### config.mk
export PLATFORM = sky130hd
export DESIGN_NAME = bus_master_if
export DESIGN_NICKNAME = d
export VERILOG_FILES = /design/src/rtl/bus_master_if_pkg.sv /design/src/rtl/bus_master_if.sv
export SDC_FILE = /design/constraint.sdc
export NUM_CORES = 1
export LEC_CHECK = 0
export CAP_MARGIN = 20
export CORE_MARGIN = 3
export CORE_UTILIZATION = 44
export CTS_CLUSTER_SIZE = 40
export DETAILED_ROUTE_END_ITERATION = 16
export GPL_TIMING_DRIVEN = 1
export PLACE_DENSITY = 0.87
export SLEW_MARGIN = 5
export SYNTH_ARGS = -nofsm -noshare
export SYNTH_HDL_FRONTEND = slang
export SYNTH_SLANG_ARGS = --single-unit
### constraint.sdc
create_clock -name clk -period 4.2 [get_ports clk]
set_input_delay 0.84 -clock clk [delete_from_list [all_inputs] [get_ports clk]]
set_output_delay 0.84 -clock clk [all_outputs]
set_load 0.05 [all_outputs]
### src/rtl/bus_master_if_pkg.sv
// Shared bus encodings and the bus_master_if state encoding.
// The active-low level names keep the bus polarity explicit at each use.
package bus_master_if_pkg;

  localparam logic READ     = 1'b1;
  localparam logic WRITE    = 1'b0;
  localparam logic ENABLE_  = 1'b0;
  localparam logic DISABLE_ = 1'b1;

  localparam int BUS_ADDR_W = 30;
  localparam int BUS_DATA_W = 32;

  localparam int BUS_IF_STATE_W = 2;

  typedef enum logic [BUS_IF_STATE_W-1:0] {
    BUS_IF_STATE_IDLE   = 2'd0,
    BUS_IF_STATE_REQ    = 2'd1,
    BUS_IF_STATE_ACCESS = 2'd2,
    BUS_IF_STATE_DONE   = 2'd3
  } bus_if_state_e;

endpackage

### src/rtl/bus_master_if.sv
// Per-master bus front-end: turns a core access into req/grant/strobe/ready
// handshakes on the shared bus, with an access watchdog and a pre-grant flush.
//
// state  | meaning
// IDLE   | no access; accepts core_req unless core_flush
// REQ    | bus_req_n low, waiting for grant (flush cancels)
// ACCESS | strobe issued, waiting for bus_rdy_n or watchdog expiry
// DONE   | result valid to core; held while core_stall
module bus_master_if
  import bus_master_if_pkg::*;
#(
  parameter int ADDR_W      = BUS_ADDR_W,
  parameter int DATA_W      = BUS_DATA_W,
  parameter int TIMEOUT_CYC = 16
) (
  input  logic              clk,
  input  logic              reset,
  input  logic              core_req,
  input  logic              core_rw,
  input  logic [ADDR_W-1:0] core_addr,
  input  logic [DATA_W-1:0] core_wr_data,
  input  logic              core_stall,
  input  logic              core_flush,
  output logic              core_busy,
  output logic [DATA_W-1:0] core_rd_data,
  output logic              core_err,
  output logic              bus_req_n,
  input  logic              bus_grnt_n,
  output logic              bus_as_n,
  output logic              bus_rw,
  output logic [ADDR_W-1:0] bus_addr,
  output logic [DATA_W-1:0] bus_wr_data,
  input  logic [DATA_W-1:0] bus_rd_data,
  input  logic              bus_rdy_n
);

  localparam int WD_W = (TIMEOUT_CYC > 2) ? $clog2(TIMEOUT_CYC) : 1;
  localparam logic [WD_W-1:0] WD_LAST = WD_W'(TIMEOUT_CYC - 1);

  bus_if_state_e     state_q, state_nxt;
  logic [WD_W-1:0]   wd_q, wd_nxt;
  logic              req_n_nxt, as_n_nxt, rw_nxt, err_nxt;
  logic [ADDR_W-1:0] addr_nxt;
  logic [DATA_W-1:0] wr_data_nxt, rd_data_nxt;

  always_ff @(posedge clk) begin
    if (!reset) begin
      state_q      <= BUS_IF_STATE_IDLE;
      wd_q         <= '0;
      bus_req_n    <= DISABLE_;
      bus_as_n     <= DISABLE_;
      bus_rw       <= READ;
      bus_addr     <= '0;
      bus_wr_data  <= '0;
      core_rd_data <= '0;
      core_err     <= 1'b0;
    end else begin
      state_q      <= state_nxt;
      wd_q         <= wd_nxt;
      bus_req_n    <= req_n_nxt;
      bus_as_n     <= as_n_nxt;
      bus_rw       <= rw_nxt;
      bus_addr     <= addr_nxt;
      bus_wr_data  <= wr_data_nxt;
      core_rd_data <= rd_data_nxt;
      core_err     <= err_nxt;
    end
  end

  always_comb begin
    state_nxt   = state_q;
    wd_nxt      = wd_q;
    req_n_nxt   = bus_req_n;
    as_n_nxt    = bus_as_n;
    rw_nxt      = bus_rw;
    addr_nxt    = bus_addr;
    wr_data_nxt = bus_wr_data;
    rd_data_nxt = core_rd_data;
    err_nxt     = core_err;

    unique case (state_q)
      BUS_IF_STATE_IDLE: begin
        if (core_req && !core_flush) begin
          rw_nxt      = core_rw;
          addr_nxt    = core_addr;
          wr_data_nxt = core_wr_data;
          req_n_nxt   = ENABLE_;
          err_nxt     = 1'b0;
          state_nxt   = BUS_IF_STATE_REQ;
        end
      end
      BUS_IF_STATE_REQ: begin
        // flush wins over a simultaneous grant so no strobe escapes
        if (core_flush) begin
          req_n_nxt = DISABLE_;
          state_nxt = BUS_IF_STATE_IDLE;
        end else if (bus_grnt_n == ENABLE_) begin
          as_n_nxt  = ENABLE_;
          wd_nxt    = '0;
          state_nxt = BUS_IF_STATE_ACCESS;
        end
      end
      BUS_IF_STATE_ACCESS: begin
        as_n_nxt = DISABLE_;
        if (bus_rdy_n == ENABLE_) begin
          req_n_nxt = DISABLE_;
          if (bus_rw == READ) rd_data_nxt = bus_rd_data;
          state_nxt = BUS_IF_STATE_DONE;
        end else if (wd_q == WD_LAST) begin
          req_n_nxt = DISABLE_;
          err_nxt   = 1'b1;
          state_nxt = BUS_IF_STATE_DONE;
        end else begin
          wd_nxt = wd_q + 1'b1;
        end
      end
      BUS_IF_STATE_DONE: begin
        if (!core_stall) state_nxt = BUS_IF_STATE_IDLE;
      end
      default: state_nxt = BUS_IF_STATE_IDLE;
    endcase
  end

  assign core_busy = ((state_q == BUS_IF_STATE_IDLE) && core_req && !core_flush)
                   || (state_q == BUS_IF_STATE_REQ)
                   || (state_q == BUS_IF_STATE_ACCESS);

endmodule
==> flow_metrics.py <==
metrics = {
    "global_route": {
        "grt_pass1_wl_um": 19000,
        "top_usage_layer": "met2",
        "use_met3_pct": 6.58,
        "antenna_found_initial": 0,
        "grt_pass1_vias": 3806,
        "grt_max_degree": 65,
        "overflow": 0,
        "grt_use_total_pct": 21.2,
        "gr-usage-met1_pct": 25.4,
        "use_met2_pct": 36.0,
    },
    "power": {
        "p_leak_nw": 2.18,
        "finalPower_mw": 2.22,
        "ir_worst_vdd_v": 0.000227,
        "power_density_nw_per_um2": 346,
    },
    "flow_run": {
        "drv_cap": 0,
    },
    "timing": {
        "max_freq_ghz": 0.347,
        "fin_tns_setup_ns": 0,
        "worst_slack_ns": 1.32,
        "drv_slew": 0,
        "fin_hold_ws_ns": 0.459,
        "finalCritPeriodShare_pct": 68.6,
        "rsz0062_at_grt": "false",
        "finalWorstPathRequiredPeriod_ns": 2.88,
        "hold_viol": 0,
        "fin_worst_skew_ns": 0.0117,
        "worst_pin_slew_ns": 1.03,
        "slew_headroom_pct": 31.1,
        "finalSetupViolations": 0,
    },
    "clocking": {
        "clkSinkCount": 104,
        "clkLatencyLatePin_ns": 0.35,
        "cts.repair.resized": 0,
        "ctsHoldBuffers": 0,
        "clk_pin_slew_ns": 0.10,
        "numCtsBuffers": 9,
        "cts_tree": "built",
        "cts_buffer_depth": 2,
        "cts_setup_buffers": 0,
        "htreeDepth": 3,
        "cts_root_buf": "clkbuf_8",
    },
    "synth": {
        "syn_nets": 593,
        "yosysTopAreaCell": "dfxtp_1",
        "syn_area_um2": 4230,
        "synth_edf_count": 0,
        "synth_warnings": 0,
        "yosys-top-cells-area": "dfxtp_1 (49%), nand2_1 (16%), a21oi_2 (12%)",
        "yosys.area.top_type_share_pct": 49.2,
        "syn_inst": 486,
        "synth_seq_cells": 104,
        "syn_avg_cell_area_um2": 8.71,
        "yosys_most_used_dff": "dfxtp_1",
        "async_reset_ff_share_pct": 0,
        "yosysSeqAreaShare_pct": 49.2,
        "yosysUniqueCellTypes": 40,
    },
    "layout": {
        "diodes": 0,
        "fin_util_pct": 69.0,
        "final_area_um2": 6400,
        "stdcell_count": 802,
        "area_delta_synth_final_pct": 51.4,
        "fin_nets": 775,
        "final_cell_mix": "clkdlybuf4s50_1 (199), nand2_1 (180), dfxtp_1 (104), a21oi_2 (60), a21oi_1 (38)",
        "final_common_cell": "clkdlybuf4s50_1",
        "drive_above_1_share_pct": 16.3,
    },
    "hold_path": {
        "min_to": "bus_addr[2]",
        "hold-path-cell-count": 2,
        "hold_path.startpoint": "bus_addr[2]",
        "hp-class": "register to register",
    },
    "setup_path": {
        "reg2reg_slack_ns": 1.99,
        "path_max_fanout": 7,
        "crit_path_start": "core_flush",
        "r2r-end": "core_rd_data[11]",
        "cp-end-kind": "output pin",
        "start_kind": "primary input",
        "reg2regPathDepth": 6,
        "r2r_start": "state_q[0]",
        "cp.arrival_ns": 2.04,
        "path_class": "primary input to output pin",
        "cp.required_ns": 3.36,
    },
    "floorplanning": {
        "core_region_area_um2": 9280,
        "die_height_um": 104,
        "dieWidth_um": 104,
        "io_pins": 201,
        "initial_core_util_pct": 45.6,
        "std_cell_rows": 35,
        "dieArea_um2": 10800,
    },
    "placed_design": {
        "placed_cells": 785,
        "place_area_um2": 6180,
        "port_buffers": 200,
        "place_hpwl_um": 8660,
        "gp_congestion": 0.837,
        "dp_worst_setup_slack_ns": 1.32,
    },
    "drt": {
        "avgRoutedWirePerCell_um": 14.8,
        "via_count": 3957,
        "via_per_inst": 4.93,
        "dr.pass1.iters": 4,
        "drc": 0,
        "ant_nets": 0,
        "drt-total-wl_um": 11800,
        "first_iter_violations": 155,
    },
    "run_status": {
        "status": "completed",
    },
}
worst max-delay path by stage:
stage	to	slack [ns]	cells past startpoint
finish	core_busy	1.32	4
global route	core_busy	1.26	4
CTS	core_busy	1.32	4
detailed placement	core_busy	1.32	4
global placement	core_busy	1.35	4
floorplan	core_busy	1.77	4
Yosys cell counts, types with 2 or more instances:
cell type and count:
inv_1 3, nand4_1 2, buf_6 4, o22ai_1 2, buf_2 13, inv_2 2
o21ai_0 4, dfxtp_1 104, ha_1 5, a21oi_2 60, nand2_2 21, buf_12 2
mux2i_1 2, a21o_1 2, nand3_1 5, buf_4 3, nand2b_1 2, clkbuf_1 7
buf_8 4, nand2_1 180, a21oi_1 38, nor2_1 2, nor3_1 2
flip-flops by register name, indices dropped and copies added, names as in the netlist, named ones only:
register / count
bus_addr: 30
bus_as_n: 1
bus_req_n: 1
bus_rw: 1
bus_wr_data: 32
core_err: 1
core_rd_data: 32
state_q: 1
wd_q: 4
critical path, stage by stage:
cell and delay (ns):
clkdlybuf4s50_1 0.62, nor3b_4 0.07, or3_1 0.31, buf_4 0.20
area by class of cell:
type	count	area, um2
inverter	5	21.3
clock buffer	10	138
clock inverter	6	75.1
tap	129	161
timing repair buffer	204	2050
sequential	104	2080
fill	719	2880
multi-input combinational	344	1880
report_power, final:
part	switching (mW)	leakage (nW)	total, mW	internal (mW)
logic	0.301	1.23	0.507	0.206
clock network	0.357	0.105	0.658	0.301
registers	0.0240	0.845	1.05	1.03
total	0.682	2.18	2.22	1.53
per-layer routing:
| layer | vias to the layer above | part of all wire [%] |
|---|---|---|
| met4 | 0 | 1.8 |
| met1 | 1858 | 42 |
| met3 | 19 | 7.0 |
| met5 | - | 0 |
| met2 | 137 | 49 |
| li1 | 1943 | - |
cells by family (layout without fill, tap and decap cells):
family	count (synthesis)	count (layout)	synth area share [%]
fa+ha+maj	5	5	1.48
simple gates	223	223	22.3
compound gates	114	114	20.0
buf+inv	38	225	6.56
mux	2	2	0.473
flops	104	104	49.2
Note: power is estimated with default switching activity, not from simulation.
